==> src/rtl/gate_lane_rr_arbiter.sv <==
// Round-robin arbiter sharing one registered NAND2/INV/BUF gate unit among NUM_REQ requesters.
// Optional completed-response counter enabled by the GATE_ARB_STATS_EN macro.
module gate_lane_rr_arbiter #(
    parameter int NUM_REQ = 4,
    parameter int DATA_W  = 8,
    parameter int ID_W    = 2
) (
    input  logic                      clk,
    input  logic                      rst_n,
    input  logic [NUM_REQ-1:0]        req_valid,
    output logic [NUM_REQ-1:0]        req_ready,
    input  logic [2*NUM_REQ-1:0]      req_op,
    input  logic [DATA_W*NUM_REQ-1:0] req_a1,
    input  logic [DATA_W*NUM_REQ-1:0] req_a2,
    output logic                      rsp_valid,
    input  logic                      rsp_ready,
    output logic [ID_W-1:0]           rsp_id,
    output logic [DATA_W-1:0]         rsp_data,
    output logic                      rsp_err,
    output logic [15:0]               stat_count
);

    // Handshake: a transfer happens on a rising edge where valid & ready are both high.
    // req_ready never depends on op/data; rsp_* hold steady while rsp_valid & ~rsp_ready.
    typedef enum logic {
        EMPTY = 1'b0,
        FULL  = 1'b1
    } state_t;

    state_t              state_q, state_d;
    logic [ID_W-1:0]     ptr_q, ptr_d;
    logic [ID_W-1:0]     grant_idx;
    logic                grant_any;
    logic                can_accept;
    logic                accept;
    int                  idx;
    logic [1:0]          sel_op;
    logic [DATA_W-1:0]   sel_a1, sel_a2;
    logic [DATA_W-1:0]   gate_data;
    logic                gate_err;

    // Rotating priority search starting at the pointer; wraps past NUM_REQ-1 back to 0.
    always_comb begin
        grant_any = 1'b0;
        grant_idx = '0;
        idx       = 0;
        for (int k = 0; k < NUM_REQ; k++) begin
            idx = int'(ptr_q) + k;
            if (idx >= NUM_REQ) begin
                idx = idx - NUM_REQ;
            end
            if (!grant_any && req_valid[idx]) begin
                grant_any = 1'b1;
                grant_idx = ID_W'(idx);
            end
        end
    end

    assign can_accept = (state_q == EMPTY) || rsp_ready;
    assign accept     = grant_any && can_accept;

    always_comb begin
        req_ready = '0;
        if (accept) begin
            req_ready[grant_idx] = 1'b1;
        end
    end

    assign sel_op = req_op[2*int'(grant_idx) +: 2];
    assign sel_a1 = req_a1[DATA_W*int'(grant_idx) +: DATA_W];
    assign sel_a2 = req_a2[DATA_W*int'(grant_idx) +: DATA_W];

    always_comb begin
        gate_data = '0;
        gate_err  = 1'b0;
        case (sel_op)
            2'b00:   gate_data = ~(sel_a1 & sel_a2);
            2'b01:   gate_data = ~sel_a1;
            2'b10:   gate_data = sel_a1;
            default: gate_err  = 1'b1;
        endcase
    end

    always_ff @(posedge clk or negedge rst_n) begin
        if (!rst_n) begin
            state_q <= EMPTY;
            ptr_q   <= '0;
        end else begin
            state_q <= state_d;
            ptr_q   <= ptr_d;
        end
    end

    always_comb begin
        state_d = state_q;
        ptr_d   = ptr_q;
        case (state_q)
            EMPTY: begin
                if (accept) begin
                    state_d = FULL;
                end
            end
            FULL: begin
                if (accept) begin
                    state_d = FULL;
                end else if (rsp_ready) begin
                    state_d = EMPTY;
                end
            end
            default: state_d = EMPTY;
        endcase
        if (accept) begin
            ptr_d = (grant_idx == ID_W'(NUM_REQ - 1)) ? '0 : grant_idx + ID_W'(1);
        end
    end

    assign rsp_valid = (state_q == FULL);

    always_ff @(posedge clk or negedge rst_n) begin
        if (!rst_n) begin
            rsp_id   <= '0;
            rsp_data <= '0;
            rsp_err  <= 1'b0;
        end else if (accept) begin
            rsp_id   <= grant_idx;
            rsp_data <= gate_data;
            rsp_err  <= gate_err;
        end
    end

`ifdef GATE_ARB_STATS_EN
    logic [15:0] stat_q;

    // Saturates rather than wrapping so a long run never reads back as a small count.
    always_ff @(posedge clk or negedge rst_n) begin
        if (!rst_n) begin
            stat_q <= 16'h0000;
        end else if (rsp_valid && rsp_ready && (stat_q != 16'hFFFF)) begin
            stat_q <= stat_q + 16'd1;
        end
    end

    assign stat_count = stat_q;
`else
    assign stat_count = 16'h0000;
`endif

endmodule

==> config.mk <==
export PLATFORM = sky130hd
export DESIGN_NAME = gate_lane_rr_arbiter
export DESIGN_NICKNAME = d
export VERILOG_FILES = /design/src/rtl/gate_lane_rr_arbiter.sv
export SDC_FILE = /design/constraint.sdc
export NUM_CORES = 1
export LEC_CHECK = 0
export CAP_MARGIN = 20
export CORE_UTILIZATION = 35
export DETAILED_ROUTE_END_ITERATION = 10
export PLACE_DENSITY = 0.9
export SETUP_SLACK_MARGIN = 0.5
export SYNTH_ARGS = -nofsm -noshare
export SYNTH_HDL_FRONTEND = slang
export SYNTH_SLANG_ARGS = --single-unit
==> constraint.sdc <==
create_clock -name clk -period 2.5 [get_ports clk]
set_input_delay 0.375 -clock clk [delete_from_list [all_inputs] [get_ports clk]]
set_output_delay 0.375 -clock clk [all_outputs]
set_load 0.01 [all_outputs]
Yosys cells after proc, flatten, opt, wreduce, memory -nomap -nowiden. Cells that the tools add are included.

Register bits: 14. Output and inout bits: 32.

$add $sub $neg: 8. $lt $le $gt $ge: 10. Equality and inequality tests: 3. Shift operators: 3. Mux-type cells: 34. Bitwise logic cells: 4. Reductions and logical operators: 11.

Operators with widths (number): < comparator 32 x 4 -> 1 bit, second input constant (4); two-way mux 32 bit (4); indexed part select 32 x 6 -> 8 bit (2); case mux 8 bit (3 select lines) (1); two-way mux 1 bit (17); inverter 8 bit (2); subtractor 3 x 3 -> 4 bit, second input constant (3); two-way mux 2 bit (5); greater-or-equal comparator 3 bit, second input constant (3); AND 8 bit (1); binary-select mux 1 bit (select 2 bit) (4); indexed part select 8 x 4 -> 2 bit (1); adder 2 x 2 -> 3 bit, second input constant (2); logical AND 1 bit (5); == test 2 bit, second input constant (2); two-way mux 4 bit (1); subtractor 2 x 3 -> 4 bit, second input constant (1); adder 2 x 1 -> 3 bit, second input constant (1); greater-or-equal comparator 2 x 3 -> 1 bit, second input constant (1); logical NOT 1 bit (3); < comparator 2 x 3 -> 1 bit, second input constant (1); OR reduction 3 bit (1); adder 2 x 1 -> 2 bit, second input constant (1); demux 1 bit (select 2 bit) (1); other kinds (6) (6).

Depth between registers and ports, before layout. Gate-level depths: netlist of run 1.

Depth after elaboration: 20. Gate-level depth with buffers: 9.

Least setup slack after synthesis of run 1. Ideal clock, no wire load.

Path kind: reg2reg. From: register ptr_q[1]. To: register rsp_data[0]. Setup time: 73 ps. Arrival time: 2183 ps. Data required time: 2427 ps. Path slack: 244 ps. Cell stages (with the launch flop): 10. Period minus slack after synthesis: 2256 ps. Cell sequence: dfrtp_1 > nor2b_1 > a21o_1 > a211o_4 > buf_12 > buf_12 > mux2i_1 > mux2_1 > a311o_1 > a21oi_2.

Cells in the longest elaborated chain, start to end: 19.

RTL lines: start, declared (line 31) `logic [ID_W-1:0] ptr_q, ptr_d;`; start signal, assigned (line 90) `ptr_q <= ptr_d;`; parallel branches: the longest is 19 deep, another holds subtractor 3 x 3 -> 4 bit; end signal, assigned (line 126) `rsp_data <= gate_data;`; end, declared (line 18) `output logic [DATA_W-1:0] rsp_data,`.

Several ways; the timed one is not identified. The select of a mux whose other input is x is not followed. A chain may end at the register's enable or synchronous reset.

Final worst setup path of run 1.
From: register ptr_q[1]. To: register rsp_data[6].

Same word-level chain as after synthesis.

==> out/qor.txt, run 1 <==
Antenna Cells: 0
fraction of registers with async set/reset: 100.0%
routed vias/inst: 5.160
share of cells above drive strength 1: 22.73%
Reg2Reg Setup Slack: 190 ps
Worst R2R Start: ptr_q[1]
ys flop type: dfrtp_1
I/O pin total: 111
total power: 2143 uW
Port-buffer cells: 94
vias: 1744
Worst Tran Pin Value: 666.1 ps
Pint: 1315 uW
leak pwr: 0.001315 uW
WL final: 5222 um
Antenna Nets Post-Route: 0
Final Cycle Share: 92.40%
yosys warns: 0
WS Path Type: reg -> reg
area grow syn2layout: 78.86%
Iteration-0 DRC Markers: 77
endpoints failing hold: 0
# hold bufs at CTS: 0
PD cells: 761.2 mW/mm2
hold depth: 2
nature of the critical path startpoint: flip-flop
Die W: 69.06 um
Tightest Hold Check Type: reg -> reg
Die ar.: 0.004769 mm2
Layout fillers: 353
WL/cell: 15.45 um
Distinct cells, synth: 31
CP startpoint: ptr_q[1]
max frequency: 432.9 MHz
worst slack, placed: -318.6 ps
Initial Util: 36.40%
Worst VDD drop: 0.0003582 V
Post-Place Cells: 323
CP Data Required Time: 2680 ps
CTS buffer count: 3
R2R cell count: 9
vias in the first global route: 1836
Rel. slew slack: 55.45%
endpoint type of the worst setup path: flip-flop
EDFF count, synth: 0
TNS Setup: 0 ps
switching pwr: 827.6 uW
hold path endpoint: rsp_id[1]
max-cap violation count: 0
Final Critical Period: 2310 ps
Final Skew: 4.330 ps
Root Driver: clkbuf_8
combinational power share: 71.7%
Crit Path Max Fanout: 9
Worst Slack Setup Final: 190.0 ps
most common cell after layout, fill and taps aside: clkdlybuf4s50_1
initial antenna violation count: 0
Post-Layout Cell Count: 338
core area: 0.004324 mm2
DIE HEIGHT: 69.06 um
drt first pass iters: 6
final setup vio count: 0
CTS max path bufs: 2
wire length of the first global-routing pass: 8466 um
clk sink count: 14
Flop pwr share: 17.6%
Slew Viols, Final: 0
clock network fraction of total power: 10.7%
Syn Inst Count: 175
Yosys reg bits: 14
most frequent cells in the layout: clkdlybuf4s50_1, mux2i_1, nand2_1
RePlAce Congestion: 0.8018
grt ovf: 0
Skew-Pair Late Insertion Delay: 250 ps
Hold Startpoint: rsp_id[1]
CTS tree: built
HPWL Detailed: 3678 um
nets@finish: 370
row cnt: 24
H-tree depth: 1
drt drc: 0
sequential share of the synthesized area: 22.26%
Critical R2R Capture: rsp_data[6]
Post-Syn Area: 0.001574 mm2
RSZ-0062 raised after global routing: true
WP data arrival: 2490 ps
sw frac: 38.62%
clk slew on worst S/H paths: 60 ps
pin count of the biggest net entering global routing: 21
synthesized area per cell: 8.994 um2
Tot GR Track Use: 22.30%
final core utilization: 65.10%
status: finished, final reports clean
-- critical path: stages (launching register included) --
cell and delay [ps]:
dfrtp_1 420, nor2b_4 150, a21o_1 160, a211o_4 370, buf_12 160, clkbuf_16 170
mux2i_1 110, mux2_4 270, a311o_1 300, a21oi_2 130
-- cell type report --
cell class	count	area (um2)	share of cell area [%]
Multi-Input combinational cell	149	1174	41.69
Timing Repair Buffer	115	1155	41.02
Sequential cell	14	350.3	12.44
Tap cell	52	65.06	2.311
Clock buffer	4	55.05	1.956
Inverter	4	16.27	0.5778
-- per-stage QoR --
| step | area (um2) | hold WS, ps |
|---|---|---|
| final | 2815 | 486.1 |
| after global routing | 2815 | 525.7 |
| after CTS | 2754 | 489.6 |
| after detailed placement | 2569 | 475.9 |
| after global placement | 2569 | 466.4 |
| after floorplan | 1680 | 79.41 |
-- cell usage after synthesis (2+ instances only) --
cell type | number | area (um2)
mux2i_1 | 37 | 370.4
nand2_1 | 25 | 93.84
buf_4 | 16 | 120.1
dfrtp_1 | 14 | 350.3
nor2_1 | 12 | 45.04
a21oi_1 | 11 | 55.05
a21oi_2 | 8 | 70.07
a311o_1 | 8 | 80.08
mux2_1 | 5 | 56.30
and2_1 | 4 | 25.02
ha_1 | 4 | 50.05
mux2_2 | 4 | 45.04
buf_12 | 3 | 60.06
buf_2 | 3 | 15.01
inv_1 | 3 | 11.26
a21o_1 | 2 | 15.01
nand2b_1 | 2 | 12.51
-- worst max path at each step --
| stage | endpoint | slack, ps | cells past startpoint |
|---|---|---|---|
| after floorplan | rsp_data[3] | 340 | 9 |
| after CTS | rsp_data[6] | 200 | 9 |
| after detailed placement | rsp_data[6] | -320 | 9 |
| after global routing | rsp_data[0] | 140 | 9 |
| after global placement | rsp_data[3] | -290 | 9 |
| final | rsp_data[6] | 190 | 9 |
-- routing by layer --
metal	vias up	global-route usage, %	wire (um)
li1	814	-	-
met1	809	24.18	1931
met2	101	40.02	2723
met3	20	5.994	396
met4	0	10.20	170
met5	-	0	0
-- state kept, by name, indices dropped and copies added, names as in the netlist --
signal	count
ptr_q	2
rsp_valid	1
rsp_data	8
rsp_id	2
rsp_err	1
-- cells by family after synthesis --
group,share of synthesized area [%]
other,0.2382
AND/OR/NAND/NOR,12.64
AO/OA/AOI/OAI,17.17
adder cells (fa/ha/maj),3.180
flip-flops,22.26
multiplexers,29.97
buffers and inverters,14.55
-- power by group through the flow --
stage | Clock (uW) | Combinational, uW | Sequential, uW
2_1_floorplan | 0 | 851 | 403
3_3_place_gp | 0 | 1250 | 377
3_5_place_dp | 0 | 1280 | 381
4_1_cts | 231 | 1440 | 375
5_1_grt | 250 | 1640 | 386
6_report | 229 | 1540 | 377
-- repair_timing --
action / in CTS / in global routing
gates cloned: 2 / 1
endpoints found under the setup margin: 13 / 13
buffers inserted: 7 / 1
pin swaps: 2 / 2
resized for setup: 36 / 7
Note: power is estimated with default switching activity, not from simulation.
==> run 2: changes to the inputs <==
--- a/config.mk
+++ b/config.mk
@@ -6,9 +6,12 @@
 export NUM_CORES = 1
 export LEC_CHECK = 0
 export CAP_MARGIN = 20
-export CORE_UTILIZATION = 35
+export CELL_PAD_IN_SITES_DETAIL_PLACEMENT = 0
+export CELL_PAD_IN_SITES_GLOBAL_PLACEMENT = 1
+export CORE_ASPECT_RATIO = 1.25
+export CORE_UTILIZATION = 24
 export DETAILED_ROUTE_END_ITERATION = 10
-export PLACE_DENSITY = 0.9
+export PLACE_DENSITY = 0.89
 export SETUP_SLACK_MARGIN = 0.5
 export SYNTH_ARGS = -nofsm -noshare
 export SYNTH_HDL_FRONTEND = slang
==> run 2 against run 1 <==
Clock power down 3%. Critical path depth is 2 lower. Sequential share of layout area shrank 0.44 points. Setup slack got worse by 26 ps. Wire length fell by 0.31%. Clock skew shrank 2.5 ps.
==> out/qor.txt, run 2 (synthesized netlist as in run 1, its figures left out) <==
Reg2Reg Setup Slack: 190 ps
routed vias/inst: 4.431
core area: 0.006246 mm2
WS Path Type: reg -> out
RSZ-0062 raised after global routing: true
clock network fraction of total power: 10.1%
Antenna Cells: 0
WL final: 5206 um
WL/cell: 13.77 um
switching pwr: 821.6 uW
Tightest Hold Check Type: reg -> reg
clk slew on worst S/H paths: 60 ps
vias: 1675
nature of the critical path startpoint: flip-flop
Initial Util: 25.20%
sw frac: 37.35%
CTS buffer count: 3
row cnt: 32
drt drc: 0
Pint: 1378 uW
CP Data Required Time: 2120 ps
Tot GR Track Use: 15.29%
max frequency: 428.0 MHz
H-tree depth: 1
wire length of the first global-routing pass: 8045 um
combinational power share: 72.9%
DIE HEIGHT: 92.55 um
endpoints failing hold: 0
Largest register FFs: 8
Post-DP Area: 0.002640 mm2
HPWL Detailed: 3870 um
nets@finish: 377
Worst VDD drop: 0.0003019 V
Slew Viols, Final: 0
endpoint type of the worst setup path: output pin
Crit Path Max Fanout: 5
Final Cycle Share: 93.46%
biggest regs: rsp_data x8, ptr_q x2, rsp_id x2
clk sink count: 14
I/O pin total: 111
status: finished, final reports clean
CTS max path bufs: 2
Largest Register: rsp_data
pin count of the biggest net entering global routing: 21
share of cells above drive strength 1: 24.23%
most frequent cells in the layout: clkdlybuf4s50_1, mux2i_1, nand2_1
WP data arrival: 1960 ps
CTS tree: built
Skew-Pair Late Insertion Delay: 240 ps
Final Skew: 1.828 ps
Flop pwr share: 17.0%
drt first pass iters: 4
Root Driver: clkbuf_8
Port-buffer cells: 94
final hold slack: 477.1 ps
final setup vio count: 0
Iteration-0 DRC Markers: 56
hold depth: 2
leak pwr: 0.001364 uW
max-cap violation count: 0
PD cells: 751.0 mW/mm2
vias in the first global route: 1709
total power: 2200 uW
grt ovf: 0
Die ar.: 0.006889 mm2
most common cell after layout, fill and taps aside: clkdlybuf4s50_1
Rel. slew slack: 55.78%
R2R cell count: 8
Finished Cell Area: 0.002929 mm2
Antenna Nets Post-Route: 0
RePlAce Congestion: 0.7062
Final Critical Period: 2336 ps
Worst Tran Pin Value: 661.2 ps
Die W: 74.44 um
final core utilization: 46.89%
area grow syn2layout: 86.09%
# hold bufs at CTS: 0
initial antenna violation count: 0
==> run 2: cell count changes in the layout (fill, tap and decap cells not counted), sizes merged <==
cell	change
clkdlybuf4s15	-1
buf	+9
dlygate4sd2	+1
clkbuf	-1
clkdlybuf4s50	-1
==> run 2: layout make-up <==
cell class | count | area (um2)
well taps | 85 | 106.4
inverters | 4 | 16.27
multi-input cells | 149 | 1171
flip-flops and latches | 14 | 351.6
clock buffers | 4 | 55.05
repair buffers | 122 | 1229
fillers | 614 | 3317
==> run 2: metal layers <==
metal / GRT usage, % / up-vias / routed length (um)
li1: - / 829 / -
met1: 17.23 / 775 / 1990
met2: 28.75 / 63 / 2852
met3: 2.503 / 8 / 291
met4: 3.774 / 0 / 71
met5: 0 / - / 0
==> run 2: critical path, stage by stage, from the launching register on <==
cell and delay [ps]:
dfrtp_2 440, nor2b_4 140, a21o_1 180, a211o_4 380, buf_4 150, ha_1 170, and2_4 130, buf_2 130
==> run 2: metrics by stage <==
step | setup WS, ps | instances | setup TNS (ps)
2_1_floorplan | 339.6 | 190 | 0
3_3_place_gp | -286.6 | 360 | -3202
3_5_place_dp | -343.1 | 360 | -3965
4_1_cts | 201.4 | 376 | 0
5_1_grt | 107.8 | 378 | 0
6_report | 163.6 | 378 | 0
==> run 2: power groups by stage <==
stage	clock network (uW)	registers (uW)	logic, uW
after detailed placement	0	376	1320
after global placement	0	374	1310
after global routing	236	385	1730
after floorplan	0	403	851
after CTS	229	372	1560
final	223	374	1600
==> run 2: final timing paths <==
path                                end      start
max                        req_ready[1]   ptr_q[1]
min in group asynchronous   rsp_data[6]      rst_n
min                           rsp_id[1]  rsp_id[1]
min reg2reg                   rsp_id[1]  rsp_id[1]
max in group asynchronous      ptr_q[1]      rst_n
max reg2reg                 rsp_data[3]   ptr_q[1]
==> run 2: repair_timing <==
item                       in CTS  in global routing
gates cloned                    4                  0
resized for setup              36                  6
setup buffers                   8                  2
pin swaps                       3                  3
setup endpoints to repair      13                 13
==> run 3: changes to the inputs <==
--- a/config.mk
+++ b/config.mk
@@ -11,7 +11,7 @@
 export CORE_ASPECT_RATIO = 1.25
 export CORE_UTILIZATION = 24
 export DETAILED_ROUTE_END_ITERATION = 10
-export PLACE_DENSITY = 0.89
+export PLACE_DENSITY = 0.84
 export SETUP_SLACK_MARGIN = 0.5
 export SYNTH_ARGS = -nofsm -noshare
 export SYNTH_HDL_FRONTEND = slang
==> constraint.sdc (replaced) <==
create_clock -name clk -period 2.5 [get_ports clk]
set_input_delay 0.375 -clock clk [delete_from_list [all_inputs] [get_ports clk]]
set_output_delay 0.375 -clock clk [all_outputs]
set_load 0.02 [all_outputs]
==> run 3 against run 2 <==
Die area did not move. Non-clock buffer count fell by 9. Total power fell by 2.6%. First-iteration DRC count fell by 5.4%.
==> out/qor.txt, run 3 (synthesized netlist as in run 1, its figures left out) <==
max frequency: 442.1 MHz
CTS max path bufs: 2
HPWL Detailed: 3897 um
Root Driver: clkbuf_8
initial antenna violation count: 0
RSZ-0062 raised after global routing: true
row cnt: 32
vias: 1647
Antenna Cells: 0
Iteration-0 DRC Markers: 53
Post-Place Cells: 356
I/O pin total: 111
leak pwr: 0.001302 uW
final core utilization: 45.17%
clk slew on worst S/H paths: 60 ps
WL final: 5169 um
CTS tree: built
pin count of the biggest net entering global routing: 21
RePlAce Congestion: 0.6623
Die W: 74.44 um
WS Path Type: reg -> out
nets@finish: 368
final setup vio count: 0
Slew Viols, Final: 0
grt ovf: 0
Largest register FFs: 8
Final Cycle Share: 90.47%
Post-Layout Cell Count: 368
H-tree depth: 1
Tot GR Track Use: 15.31%
Worst VDD drop: 0.0003421 V
Port-buffer cells: 94
vias in the first global route: 1713
core area: 0.006246 mm2
biggest regs: rsp_data x8, ptr_q x2, rsp_id x2
endpoint type of the worst setup path: output pin
Worst Tran Pin Value: 678.4 ps
most common cell after layout, fill and taps aside: clkdlybuf4s50_1
TNS Setup: 0 ps
max-cap violation count: 0
Skew-Pair Late Insertion Delay: 240 ps
Final Skew: 5.523 ps
drt first pass iters: 4
final hold slack: 507.2 ps
area grow syn2layout: 79.25%
PD cells: 759.6 mW/mm2
Initial Util: 25.20%
WL/cell: 14.05 um
Worst Slack Setup Final: 238.2 ps
CTS buffer count: 3
endpoints failing hold: 0
share of cells above drive strength 1: 21.55%
Crit path largest cell delay: 410 ps
status: finished, final reports clean
Antenna Nets Post-Route: 0
Largest Register: rsp_data
wire length of the first global-routing pass: 8155 um
most frequent cells in the layout: clkdlybuf4s50_1, mux2i_1, nand2_1
WP data arrival: 1890 ps
Rel. slew slack: 54.63%
nature of the critical path startpoint: flip-flop
Tightest Hold Check Type: reg -> reg
Final Critical Period: 2262 ps
crit path max-delay cell type: dfrtp_1
worst slack, placed: -402.0 ps
CP cell instances: nor2b_4 -> a21o_1 -> a211o_4 -> inv_2 -> ha_2 -> and2_4 -> buf_2
CP Data Required Time: 2120 ps
drt drc: 0
DIE HEIGHT: 92.55 um
clk sink count: 14
routed vias/inst: 4.476
Crit Path Max Fanout: 7
Die ar.: 0.006889 mm2
-- run 3: power by group --
group	total (uW)	switching (uW)	leakage (uW)	internal [uW]
logic	1580	728	0.00112	855
clock network	184	77.7	0.0000216	106
registers	376	62.4	0.000162	313
total	2140	868	0.00130	1270
-- run 3: path summary, 6_finish.rpt --
| check | end | slack, ps | startpoint | depth (start not counted) |
|---|---|---|---|---|
| hold reg to reg | rsp_err | 510 | rsp_err | 2 |
| max in group asynchronous | rsp_data[7] | 1520 | rst_n | 1 |
| min in group asynchronous | rsp_data[4] | 550 | rst_n | 1 |
| setup reg to reg | rsp_data[0] | 240 | ptr_q[1] | 8 |
| setup / recovery | req_ready[2] | 240 | ptr_q[1] | 7 |
| hold / removal | rsp_err | 510 | rsp_err | 2 |
-- run 3: metrics by stage --
step                      power (uW)  instance area [um2]
after global routing            2296                 2821
after global placement          1712                 2595
after detailed placement        1729                 2595
after CTS                       2121                 2786
after floorplan                 1328                 1678
final                           2143                 2821
-- run 3: area by class of cell --
cell class	instances	area, um2
fillers	647	3425
multi-input cells	149	1164
repair buffers	113	1144
flip-flops and latches	14	350.3
well taps	85	106.4
clock buffers	3	41.29
inverters	4	16.27
-- run 3: layer usage --
metal  GRT usage, %  up-vias  part of all wire [%]  wire length (um)
li1               -      809                     -                 -
met1          17.78      766                    41              2105
met2          28.90       64                    52              2708
met3          1.306        8                   5.0               261
met4          4.088        0                   1.8                94
met5              0        -                     0                 0
-- run 3: worst max-delay path, delay by kind of cell, from the launching register on --
kind / cells / cell delay (ps)
buffers and inverters: 2 / 260
and+or+nand+nor: 2 / 260
adders and majority gates: 1 / 170
DFF: 1 / 410
AOI/OAI and AO/OA: 2 / 540
-- run 3: timing repair --
item | CTS | global route
pin swaps | 3 | 1
endpoints found under the setup margin | 13 | 13
setup buffers | 5 | 0
gates cloned | 3 | 1
hold buffers | 0 | 0
resized for setup | 42 | 3
